**src/rtl/alu_result_buffer.sv**
```systemverilog
// alu_result_buffer: circular result buffer between the ALU and its consumer.
// Stores result, op and precomputed zero/neg flags; counts and flags overflow.
module alu_result_buffer #(
  parameter int WIDTH = 8,
  parameter int DEPTH = 4
) (
  input  logic                     clk,
  input  logic                     rst,
  input  logic                     in_valid,
  input  logic [WIDTH-1:0]         in_result,
  input  logic [1:0]               in_select,
  output logic                     in_ready,
  output logic                     out_valid,
  input  logic                     out_ready,
  output logic [WIDTH-1:0]         out_data,
  output logic [1:0]               out_op,
  output logic                     out_zero,
  output logic                     out_neg,
  output logic [$clog2(DEPTH):0]   count,
  output logic [7:0]               drop_cnt,
  output logic                     overflow
);

  localparam int AW = $clog2(DEPTH);
  localparam int CW = AW + 1;

  typedef struct packed {
    logic [WIDTH-1:0] result;
    logic [1:0]       op;
    logic             zero;
    logic             neg;
  } entry_t;

  entry_t        mem [DEPTH];
  entry_t        head;
  entry_t        wr_entry;
  logic [AW-1:0] wr_ptr;
  logic [AW-1:0] rd_ptr;
  logic [CW-1:0] count_q;
  logic          push;
  logic          pop;
  logic          drop;

  assign in_ready  = count_q < CW'(DEPTH);
  assign out_valid = count_q != '0;
  assign push      = in_valid & in_ready;
  assign pop       = out_valid & out_ready;
  assign drop      = in_valid & ~in_ready;
  assign count     = count_q;

  // Flags are derived once, at write time, and stored with the word.
  always_comb begin
    wr_entry        = '0;
    wr_entry.result = in_result;
    wr_entry.op     = in_select;
    wr_entry.zero   = in_result == '0;
    wr_entry.neg    = in_result[WIDTH-1];
  end

  // Head entry presented combinationally; forced to zero while empty.
  always_comb begin
    head     = mem[rd_ptr];
    out_data = '0;
    out_op   = '0;
    out_zero = 1'b0;
    out_neg  = 1'b0;
    if (out_valid) begin
      out_data = head.result;
      out_op   = head.op;
      out_zero = head.zero;
      out_neg  = head.neg;
    end
  end

  // Storage array: written on push only, never reset.
  always_ff @(posedge clk) begin
    if (push && !rst) begin
      mem[wr_ptr] <= wr_entry;
    end
  end

  // Pointers and occupancy; reset wins over a same-edge push/pop.
  always_ff @(posedge clk) begin
    if (rst) begin
      wr_ptr  <= '0;
      rd_ptr  <= '0;
      count_q <= '0;
    end else begin
      if (push) wr_ptr <= wr_ptr + AW'(1);
      if (pop)  rd_ptr <= rd_ptr + AW'(1);
      unique case ({push, pop})
        2'b10:   count_q <= count_q + CW'(1);
        2'b01:   count_q <= count_q - CW'(1);
        default: count_q <= count_q;
      endcase
    end
  end

  // Lost-word accounting: saturating drop counter and sticky flag.
  always_ff @(posedge clk) begin
    if (rst) begin
      drop_cnt <= '0;
      overflow <= 1'b0;
    end else if (drop) begin
      overflow <= 1'b1;
      if (drop_cnt != 8'hFF) drop_cnt <= drop_cnt + 8'd1;
    end
  end

endmodule

```
**config.mk**
```make
export PLATFORM = sky130hd
export DESIGN_NAME = alu_result_buffer
export DESIGN_NICKNAME = d
export VERILOG_FILES = /design/src/rtl/alu_result_buffer.sv
export SDC_FILE = /design/constraint.sdc
export NUM_CORES = 1
export LEC_CHECK = 0
export CAP_MARGIN = 20
export CORE_UTILIZATION = 35
export DETAILED_ROUTE_END_ITERATION = 10
export GPL_TIMING_DRIVEN = 0
export MAX_ROUTING_LAYER = met4
export PLACE_DENSITY = 0.63
export SYNTH_ARGS = -nofsm -noshare
export SYNTH_HDL_FRONTEND = slang
export SYNTH_SLANG_ARGS = --single-unit
```
**constraint.sdc**
```tcl
create_clock -name clk -period 4.5 [get_ports clk]
set_clock_uncertainty 0.15 [all_clocks]
set_input_delay 0.675 -clock clk [delete_from_list [all_inputs] [get_ports clk]]
set_output_delay 0.675 -clock clk [all_outputs]
set_load 0.05 [all_outputs]
```
==> out/metrics.cfg, run 1 <==
[layout]
diodes=0
final_nets=245
layout-drive-gt1-share=0.1179
syn_to_final_growth_pct=29.15

[worst_setup_path]
worst_path_dominant_cell_family=buffers and inverters
slowest_delay_ns=0.69
crit_path_end_kind=output port
cp_max_fo=10
path_buf_inv=3
cp_slowest_cell=clkdlybuf4s50_1
worstReg2RegEnd=count[2]
rrSetupSlack_ns=2.13
r2r_cells=8
start_kind=register
worstPathRequired_ns=3.67
rr_startpoint=count[2]
path_cells=buf_2 -> mux4_2 -> and2_1 -> buf_4 -> clkdlybuf4s50_1
critPathArrivalTime_ns=2.54
worstSetupPathType=register to output port

[timing]
slew_violations=0
slew_headroom=0.5960
finalHoldViolCount=0
setup-tns-final_ns=0
max_clock_freq_mhz=297.2
fin_crit_ns=3.364
setup_viol_count_final=0
rsz0062_at_grt=no
fin_crit_sh=0.7476
tightestPinTransition_ns=0.6060

[logic_synthesis]
synth_most_common_cell=edfxtp_1
ys_ff_latch=62
synthTopCellsByCount=44 x edfxtp_1, 20 x nor2_1, 18 x dfxtp_1
ys.flop_type=edfxtp_1
synth_seq_area_share=0.6617
syn_area_per_cell_sq_um=14.52
synth_cell_type_count=30
syn-num-nets=196
synth-async-reset-ratio=0
netlist_top_cells_area=edfxtp_1 52%, dfxtp_1 14%, mux4_2 9.7%, and2_1 4.2%, ha_1 3.0%
synth_area_leader_cell=edfxtp_1
synth_warnings=0
synth_area_sq_um=2541
syn_inst=175
netlist.area_leader.share=0.5199
synth-edff-count=44

[power]
intPower_mw=1.366
vdd_drop_max_v=0.0002387
leakagePower_nw=1.104
powerDensity_nw_per_um2=647.1
p_sw_uw=757.2
switching_share=0.3566
p_seq_frac=0.329
p_comb_frac=0.394
power.total_mw=2.124
clkPwrFrac=0.277

[run]
cap_violations=0

[floorplanning]
start_util=0.3679
core_sq_um=6907
die_area_sq_um=7606
fp.dieW_um=87.21
row_count=30
die_y_um=87.21
ios=40

[route]
drtIter0Drc=43
drc=0
vias=1514
dr.pass1.iters=5
via_per_inst=4.658
drtAntennaViolNets=0
wire_per_inst_um=13.55
routed_wl_mm=4.405

[clock_network]
cts_resized=0
clock_path_buffers=2
clk_pin_slew_ns=0.07
cts_tree=yes
cts_hold_buffers=0
clockRootBuffer=clkbuf_8
cts_max_level=3
clock_sinks=62
cts_setup_buffers=0
cts_buffers=9
insertion_delay_ns=0.33

[placement]
port_buffers=38
place.gp.congestion=0.7044
place_hpwl_mm=2.886

[global_routing]
antenna_found_initial=0
grt_pass1_vias=1482
grt_start_max_net_pins=12
grtUsageTotal=0.1346
grt_pass1_wl_mm=7.134
gr-total-overflow=0

[worst_hold_path]
min-delay-start=overflow
min_path_type=register to register
min_to=overflow
hold_depth=2

[run_status]
status=completed

## placed cells by master (no fill, tap or decap), types with 2 or more instances in the layout
master and count:
a211oi_1 2, a21oi_1 6, and2_1 17, and3_1 2
bufinv_16 3, clkbuf_1 5, clkbuf_8 10, clkdlybuf4s50_1 38
dfxtp_1 18, edfxtp_1 44, ha_1 6, inv_1 8
mux4_2 11, nand2_1 3, nand3_1 4, nand4_1 2
nor2_1 20, nor3_1 3, o21ai_0 3, or3_1 3
or4_1 3, xnor2_1 3, xor2_1 4
## how the worst max path moves through the flow
stage                         from          end  cells past startpoint
after CTS                 register  out_data[7]                      5
after global placement    register  out_data[7]                      5
after global routing      register  out_data[7]                      5
after detailed placement  register  out_data[7]                      5
final                     register  out_data[7]                      5
after floorplan           count[2]  out_data[7]                      4
## power by group through the flow
| stage | logic [mW] | clock network [mW] | registers, mW |
|---|---|---|---|
| floorplan | 0.555 | 0 | 0.755 |
| global placement | 0.844 | 0 | 0.712 |
| detailed placement | 0.849 | 0 | 0.713 |
| CTS | 0.850 | 0.599 | 0.701 |
| global route | 0.897 | 0.632 | 0.706 |
| finish | 0.836 | 0.588 | 0.699 |
## stage by stage
stage / std cells / area (sq um) / setup slack [ns] / utilization / hold WS [ns]
5_1_grt: 325 / 3282 / 0.9780 / 0.4752 / 0.3844
6_report: 325 / 3282 / 1.136 / 0.4752 / 0.3474
4_1_cts: 325 / 3282 / 1.070 / 0.4752 / 0.3465
3_3_place_gp: 309 / 3042 / 1.459 / 0.4404 / 0.3229
2_1_floorplan: 175 / 2541 / 1.320 / - / 0.3347
3_5_place_dp: 309 / 3042 / 1.441 / 0.4404 / 0.3280
## tightest hold or removal path: stages (launching register included)
cell and delay (ns):
dfxtp_1 0.31, nor2_1 0.10, nor2_1 0.05
## state kept, by name, indices dropped and copies added (netlist names), named ones only
signal    cells
wr_ptr        2
mem          44
drop_cnt      8
count         3
rd_ptr        2
overflow      1
## logic make-up after synthesis
logic type	synth area share
DFF	0.6617
and+or+nand+nor	0.1236
muxes	0.1014
xor gates and xnor gates	0.02413
adders and majority gates	0.03742
AOI/OAI and AO/OA	0.02905
buffers and inverters	0.02265
## cell type report
type                            count  area [sq um]
Fill cell                         643          3625
Sequential cell                    62          1682
Multi-Input combinational cell     99         802.0
Timing Repair Buffer               38         380.4
Clock buffer                       12         145.1
Tap cell                           96         120.1
Clock inverter                      4         95.09
Inverter                            8         30.03
Buffer                              6         27.53
## routing by layer
metal	part of all wire	vias up	track usage
li1	-	740	-
met1	0.45	726	0.1578
met2	0.49	43	0.2140
met3	0.058	5	0.04550
met4	0.010	0	0.05365
met5	0	-	-
Power figures use the tool's default switching activity.
==> run 2, diff against run 1 <==
- clock period: 4.5 -> 3.2 ns (I/O delays scaled with it)
==> run 2 against run 1 <==
Compared with the run above: final cell count unchanged; critical path type unchanged; die area stayed put; combinational power grew 40%; sequential power rose by 41%; critical endpoint is now out_zero; clock power grew 41%; power increased by 40%; via count is 0.13% higher; flip-flop and latch count unchanged; register-to-register slack lost 1.3 ns.
==> out/metrics.cfg, run 2 (synthesis results as in run 1) <==
[route]
wire_per_inst_um=13.59
vias=1516
dr.pass1.iters=4
drtAntennaViolNets=0
drtIter0Drc=44
routed_wl_mm=4.417
via_per_inst=4.665
drc=0

[global_routing]
grt_pass1_wl_mm=7.134
grt_pass1_vias=1482
grtUsageTotal=0.1346
gr-total-overflow=0
antenna_found_initial=0
grt_start_max_net_pins=12

[floorplanning]
die_y_um=87.21
row_count=30
fp.dieW_um=87.21
start_util=0.3679
ios=40
die_area_sq_um=7606
core_sq_um=6907

[layout]
final_nets=245
syn_to_final_growth_pct=29.59
largest_reg_flops=44
layout-drive-gt1-share=0.1179
stdcell_count=325
final_common_cell=edfxtp_1
n_fill_cell=640
layout_common_cells=44 x edfxtp_1, 33 x clkdlybuf4s50_1, 20 x nor2_1
largest-register=mem
diodes=0

[power]
leakagePower_nw=1.168
power.total_mw=2.980
powerDensity_nw_per_um2=904.8
vdd_drop_max_v=0.0003322

[timing]
slew_violations=0
rsz0062_at_grt=no
tightestPinTransition_ns=0.6060
setup_viol_count_final=0
fin_ws_ns=0.1601
max_clock_freq_mhz=329.0
fin_crit_ns=3.040
finalHoldViolCount=0
slew_headroom=0.5960
fin_crit_sh=0.9500
setup-tns-final_ns=0

[worst_setup_path]
start_kind=register
worstSetupPathType=register to output port
worst_path_dominant_cell_family=buffers and inverters
cp_slowest_cell=clkdlybuf4s50_1
crit_path_end_kind=output port
critPathArrivalTime_ns=2.41
slowest_delay_ns=0.69
path_cells=clkbuf_1 -> mux4_2 -> and2_1 -> clkdlybuf4s50_1
rrSetupSlack_ns=0.83
worstPathRequired_ns=2.57
cp_max_fo=10
path_buf_inv=2

[clock_network]
insertion_delay_ns=0.33
cts_tree=yes
clockRootBuffer=clkbuf_8
cts_hold_buffers=0
clock_path_buffers=2
clk_pin_slew_ns=0.07
clock_sinks=62
cts_buffers=9
cts_max_level=3

[placement]
dp.cells=309
place_hpwl_mm=2.886
port_buffers=38
place.gp.congestion=0.7044
post-place-ws_ns=0.3359

[worst_hold_path]
min_path_type=register to register

[run]
cap_violations=0

[run_status]
status=completed

run 2: worst paths after layout:
| check | startpoint | to | cells past startpoint |
|---|---|---|---|
| max | register | out_zero | 4 |
| min | overflow | overflow | 2 |
| max reg2reg | count[2] | count[2] | 8 |
| min reg2reg | overflow | overflow | 2 |
run 2: where the power goes:
part           total (mW)  leakage [nW]  switching [mW]  internal [mW]
clock network       0.827         0.121           0.288          0.538
registers           0.983         0.551          0.0452          0.938
logic                1.17         0.497           0.730          0.439
run 2: final cells by class:
cell class	instances	area (sq um)	share of cell area
flip-flops and latches	62	1682	0.5106
multi-input cells	99	802.0	0.2435
repair buffers	38	389.1	0.1182
clock buffers	12	145.1	0.04407
well taps	96	120.1	0.03647
clock inverters	4	95.09	0.02888
plain buffers	6	30.03	0.009119
inverters	8	30.03	0.009119
run 2: worst register-to-register path: cells and delay by family, from the launching register on:
family | cells | cell delay, ns
AO/OA/AOI/OAI | 1 | 0.14
AND/OR/NAND/NOR | 3 | 0.75
flip-flops | 1 | 0.47
XOR/XNOR | 1 | 0.16
buffers and inverters | 1 | 0.07
adder cells (fa/ha/maj) | 2 | 0.57
run 2: through the flow:
step                      hold WS, ns  cell area [sq um]    util
after floorplan                0.3347               2541       -
final                          0.3474               3293  0.4768
after detailed placement       0.3280               3042  0.4404
after global routing           0.3844               3293  0.4768
after CTS                      0.3465               3281  0.4750
after global placement         0.3229               3042  0.4404
run 2: timing repair:
item                                    CTS  global route
setup buffers                             0             0
endpoints found under the setup margin    1             5
gates resized for setup                   1             5
run 2: layer usage:
layer  share of wire  track usage
met5               0            -
met1            0.44       0.1578
met2            0.49       0.2140
met4          0.0095      0.05365
met3           0.060      0.04550
==> RTL edit 1 (config.mk and constraints of run 2) <==
`WIDTH`: 8 -> 7.
--- a/src/rtl/alu_result_buffer.sv
+++ b/src/rtl/alu_result_buffer.sv
@@ -1,7 +1,7 @@
 // alu_result_buffer: circular result buffer between the ALU and its consumer.
 // Stores result, op and precomputed zero/neg flags; counts and flags overflow.
 module alu_result_buffer #(
-  parameter int WIDTH = 8,
+  parameter int WIDTH = 7,
   parameter int DEPTH = 4
 ) (
   input  logic                     clk,
Ports: changed (resized in_result and out_data); port bits go from 40 to 38. No check against the original RTL was run, so the function may have changed too.
==> RTL edit 1 against run 2 <==
  * The flow now finishes with violations (DRC)
  * Sequential cell count fell by 4
  * Critical path depth is the same
  * Area after synthesis down 3.6%
  * Global-route usage increased by 0.38 points
  * Total power shrank 9.4%
  * Setup slack improved by 0.034 ns
  * Routed wire length increased by 1.4%
  * Count of clock-buffer cells in the layout fell by 2
  * Non-clock buffer count unchanged
  * Final area decreased by 5.5%
  * Clock power decreased by 24%
  * Critical endpoint is now out_neg
  * Largest power group unchanged
==> RTL edit 1: results (changes against run 2) <==
DRC viols -> 1 (was 0)
CP peak stage delay -> 0.73 ns (was 0.69 ns)
Synth Net Count -> 192 (was 196)
final hold slack -> 0.3294 ns (was 0.3474 ns)
flop-to-flop setup slack -> 0.92 ns (was 0.83 ns)
Largest register FFs -> 40 (was 44)
DR WL/cell -> 14.05 um (was 13.59 um)
EDFF count, synth -> 40 (was 44)
Initial DRC Count -> 94 (was 44)
IO buf count -> 36 (was 38)
Pleak -> 0.001089 uW (was 0.001168 uW)
path depth of the worst reg2reg path -> 9 (was 8)
Routed met1 length -> 2.037 mm (was 1.964 mm)
number of global-route vias before repair -> 1476 (was 1482)
status -> finished with violations (was finished clean)
Total GRT Usage -> 13.84% (was 13.46%)
# nets final -> 238 (was 245)
met3 WL -> 160 um (was 264 um)
failing checks -> DRC
met1 Use GR -> 16.70% (was 15.78%)
layout cells sized above 1 -> 13.90% (was 11.79%)
VDD IR max -> 255.7 uV (was 332.2 uV)
synth cell count leaders -> 40 x edfxtp_1, 18 x dfxtp_1, 13 x inv_1, 13 x nor2b_1, 11 x nor2_1 (was 44 x edfxtp_1, 20 x nor2_1, 18 x dfxtp_1)
critical path arrival -> 2.38 ns (was 2.41 ns)
PostCTS Resize Cnt -> 0 (was 1)
RePlAce Congestion -> 0.7471 (was 0.7044)
RTL edit 1: cells by family after synthesis:
logic type               synth area share [%]
XOR/XNOR                                1.788
adder cells (fa/ha/maj)                 3.883
AND/OR/NAND/NOR                         11.09
flip-flops                              63.77
multiplexers                            10.48
buffers and inverters                   3.986
AO/OA/AOI/OAI                           5.008
RTL edit 1: metrics by stage:
stage,setup WS (ns),cell area (um^2),std cells
3_3_place_gp,0.3546,2929,304
6_report,0.1943,3113,319
4_1_cts,0.02819,3110,319
2_1_floorplan,0.4264,2449,172
5_1_grt,0.05535,3113,319
3_5_place_dp,0.3197,2929,304
RTL edit 1: worst min-delay path: cells and delay by family (launching register included):
family / cells / cell delay, ns
and+or+nand+nor: 1 / 0.07
AOI/OAI and AO/OA: 1 / 0.04
DFF: 1 / 0.33
RTL edit 1: worst max path at each step:
stage                                      from  cells past startpoint                     to
after floorplan           count[2]$_SDFFE_PP0P_                      4            out_data[6]
after global placement                flip-flop                      5            out_data[6]
after detailed placement               in_valid                     10  count[2]$_SDFFE_PP0P_
after CTS                             flip-flop                      5            out_data[6]
after global routing                  flip-flop                      4               out_zero
final                                 flip-flop                      4                out_neg
RTL edit 1: power by group through the flow:
stage | registers (uW) | clock network, uW | logic, uW
finish | 935 | 625 | 1140
CTS | 936 | 647 | 1150
floorplan | 1000 | 0 | 754
global placement | 941 | 0 | 1150
detailed placement | 943 | 0 | 1160
global route | 944 | 677 | 1220
RTL edit 1: area by class of cell:
| cell class | count | area (um^2) |
|---|---|---|
| buffer | 8 | 45.04 |
| clock buffer | 10 | 127.6 |
| clock inverter | 6 | 57.56 |
| fill | 629 | 3681 |
| inverter | 13 | 48.80 |
| multi-input combinational | 92 | 789.5 |
| sequential | 58 | 1562 |
| tap | 96 | 120.1 |
| timing repair buffer | 36 | 362.8 |
==> RTL edit 2 (config.mk and constraints of run 2) <==
Made on the original files. Put one more register stage on the output `drop_cnt`, with the module's reset. The value now appears one clock later. The other outputs are not delayed to match.
--- a/src/rtl/alu_result_buffer.sv
+++ b/src/rtl/alu_result_buffer.sv
@@ -30,6 +30,8 @@
     logic             zero;
     logic             neg;
   } entry_t;
+
+  logic [7:0] drop_cnt_s0;
 
   entry_t        mem [DEPTH];
   entry_t        head;
@@ -99,11 +101,19 @@
   // Lost-word accounting: saturating drop counter and sticky flag.
   always_ff @(posedge clk) begin
     if (rst) begin
-      drop_cnt <= '0;
+      drop_cnt_s0 <= '0;
       overflow <= 1'b0;
     end else if (drop) begin
       overflow <= 1'b1;
-      if (drop_cnt != 8'hFF) drop_cnt <= drop_cnt + 8'd1;
+      if (drop_cnt_s0 != 8'hFF) drop_cnt_s0 <= drop_cnt_s0 + 8'd1;
+    end
+  end
+
+  always_ff @(posedge clk) begin
+    if (rst) begin
+      drop_cnt <= '0;
+    end else begin
+      drop_cnt <= drop_cnt_s0;
     end
   end
 
Formal check against the unedited RTL: not equivalent (a bounded check fails within 10 cycles, from zero or initial values and one cycle with rst high).
==> RTL edit 2 against run 2 <==
  * Routed wire length up 3.7%
  * Final area rose by 5.4%
  * Sequential cell count rose by 8
  * Area after synthesis rose by 8.4%
  * Sequential share of layout area increased by 2.0 points
  * Total power is 1.8% lower
  * Global-route usage is 1.1 points lower
  * Die area is 8.2% higher
  * Setup slack got worse by 0.044 ns
  * Maximum frequency down 1.4%
  * Worst hold slack lost 0.028 ns
==> RTL edit 2: results (changes against run 2) <==
status -> finished clean (unchanged)
critical path arrival -> 2.45 ns (was 2.41 ns)
DPL Wire Length -> 2.981 mm (was 2.886 mm)
flop-to-flop setup slack -> 0.85 ns (was 0.83 ns)
Routed met1 length -> 2.106 mm (was 1.964 mm)
Ant. Diodes -> 0 (unchanged)
vias -> 1541 (was 1516)
Ys Warns -> 0 (unchanged)
delay-heaviest family, CP -> buffers and inverters (unchanged)
Pleak -> 0.001294 uW (was 0.001168 uW)
CP peak stage delay -> 0.70 ns
biggest regs -> mem (44), drop_cnt (8), drop_cnt_s0 (8)
total CTS buffers -> 9 (unchanged)
EDFF count, synth -> 44 (unchanged)
synth cell count leaders -> 44 x edfxtp_1, 26 x dfxtp_1, 18 x nor2_1 (was 44 x edfxtp_1, 20 x nor2_1, 18 x dfxtp_1)
# nets final -> 257 (was 245)
routed length on met2 -> 2.113 mm (was 2.146 mm)
via/cell ratio -> 4.532 (was 4.665)
pin count of the biggest net entering global routing -> 12 (unchanged)
ys async rst share -> 0% (unchanged)
met3 WL -> 188 um (was 264 um)
IO buf count -> 39 (was 38)
count of cell types in the netlist -> 35 (was 30)
layout cells sized above 1 -> 12.03% (was 11.79%)
syn avg cell area -> 14.81 um^2 (was 14.52 um^2)
register area share after synthesis -> 66.85% (was 66.17%)
top cells by area, synth -> edfxtp_1 48%, dfxtp_1 19%, mux4_2 9.0%, and2_1 3.6%, ha_1 2.7% (was edfxtp_1 52%, dfxtp_1 14%, mux4_2 9.7%, and2_1 4.2%, ha_1 3.0%)
Hold Path Class -> reg -> reg (unchanged)
Reg clk slew, reported paths -> 0.07 ns (about the same)
post-synth top area cell -> edfxtp_1 (unchanged)
Least-Margin Pin Slew -> 0.5902 ns (was 0.6060 ns)
Total GRT Usage -> 12.36% (was 13.46%)
Skew-Pair Late Insertion Delay -> 0.35 ns (was 0.33 ns)
Top Layer Used -> met4 (unchanged)
H-Tree Depth -> 3 (unchanged)
Initial DRC Count -> 47 (was 44)
Synth Net Count -> 207 (was 196)
first-pass detailed-route iteration total -> 4 (unchanged)
RePlAce Congestion -> 0.7564 (was 0.7044)
first-pass GRT wire length -> 7.169 mm (was 7.134 mm)
Root Buffer Master -> clkbuf_8 (unchanged)
Post-Place Cells -> 324 (was 309)
Clock Path Buffers -> 2 (unchanged)
worst-path fanout max -> 10 (unchanged)
total routed wirelength -> 4.581 mm (was 4.417 mm)
NetSw -> 1097 uW (was 1064 uW)
antenna violations before repair -> 0 (unchanged)
slowest cell on the critical path -> clkdlybuf4s50_1 (unchanged)
# fillers -> 661 (was 640)
VDD IR max -> 393.6 uV (was 332.2 uV)
[RTL edit 2: cells by family after synthesis]
| group | Yosys count | synth area share, % |
|---|---|---|
| and+or+nand+nor | 60 | 12.08 |
| AOI/OAI and AO/OA | 16 | 3.860 |
| buffers and inverters | 14 | 2.135 |
| adders and majority gates | 7 | 3.451 |
| xor gates and xnor gates | 7 | 2.225 |
| muxes | 12 | 9.401 |
| DFF | 70 | 66.85 |
[RTL edit 2: timing repair]
item,4_1_cts,5_1_grt
setup buffers,0,0
hold buffers,0,0
resized for setup,1,8
endpoints found under the setup margin,1,8
[RTL edit 2: path summary, 6_finish.rpt]
path,startpoint,endpoint,cells past startpoint
setup / recovery,flip-flop,out_zero,4
hold / removal,overflow$_SDFFE_PP0P_,overflow$_SDFFE_PP0P_,2
setup reg to reg,count[2]$_SDFFE_PP0P_,count[2]$_SDFFE_PP0P_,8
hold reg to reg,overflow$_SDFFE_PP0P_,overflow$_SDFFE_PP0P_,2
[RTL edit 2: worst register-to-register path: cells and delay by family (launching register included)]
| family | cells | cell delay (ns) |
|---|---|---|
| AOI/OAI and AO/OA | 1 | 0.14 |
| xor gates and xnor gates | 1 | 0.16 |
| adders and majority gates | 2 | 0.57 |
| buffers and inverters | 1 | 0.06 |
| DFF | 1 | 0.45 |
| and+or+nand+nor | 3 | 0.75 |
[RTL edit 2: power groups by stage]
| stage | sequential [uW] | clock, uW | combinational, uW |
|---|---|---|---|
| floorplan | 1160 | 0 | 785 |
| global placement | 1100 | 0 | 1200 |
| detailed placement | 1100 | 0 | 1200 |
| CTS | 1080 | 683 | 1200 |
| global route | 1090 | 716 | 1250 |
| finish | 1080 | 667 | 1180 |
[RTL edit 2: area by class of cell]
type	instances	area share, %
Multi-Input combinational cell	102	24.63
Tap cell	99	3.570
Inverter	7	0.7573
Sequential cell	70	53.08
Clock inverter	5	1.442
Timing Repair Buffer	39	11.79
Buffer	7	0.9376
Clock buffer	11	3.787
[RTL edit 2: stage by stage]
| step | instance area [um^2] | hold WS, ns | util [%] | setup slack, ns |
|---|---|---|---|---|
| after global routing | 3470 | 0.3716 | 46.59 | 0.005058 |
| after CTS | 3450 | 0.3255 | 46.32 | 0.06581 |
| final | 3470 | 0.3191 | 46.59 | 0.1164 |
| after global placement | 3269 | 0.3069 | 43.90 | 0.3481 |
| after detailed placement | 3269 | 0.3097 | 43.90 | 0.3438 |
| after floorplan | 2755 | 0.3183 | - | 0.2261 |
[RTL edit 2: metal layers]
layer  vias up  global-route usage (%)
met5         -                       -
li1        778                       -
met1       721                   14.67
met4         0                   10.48
met2        31                   17.74
met3        11                   2.778
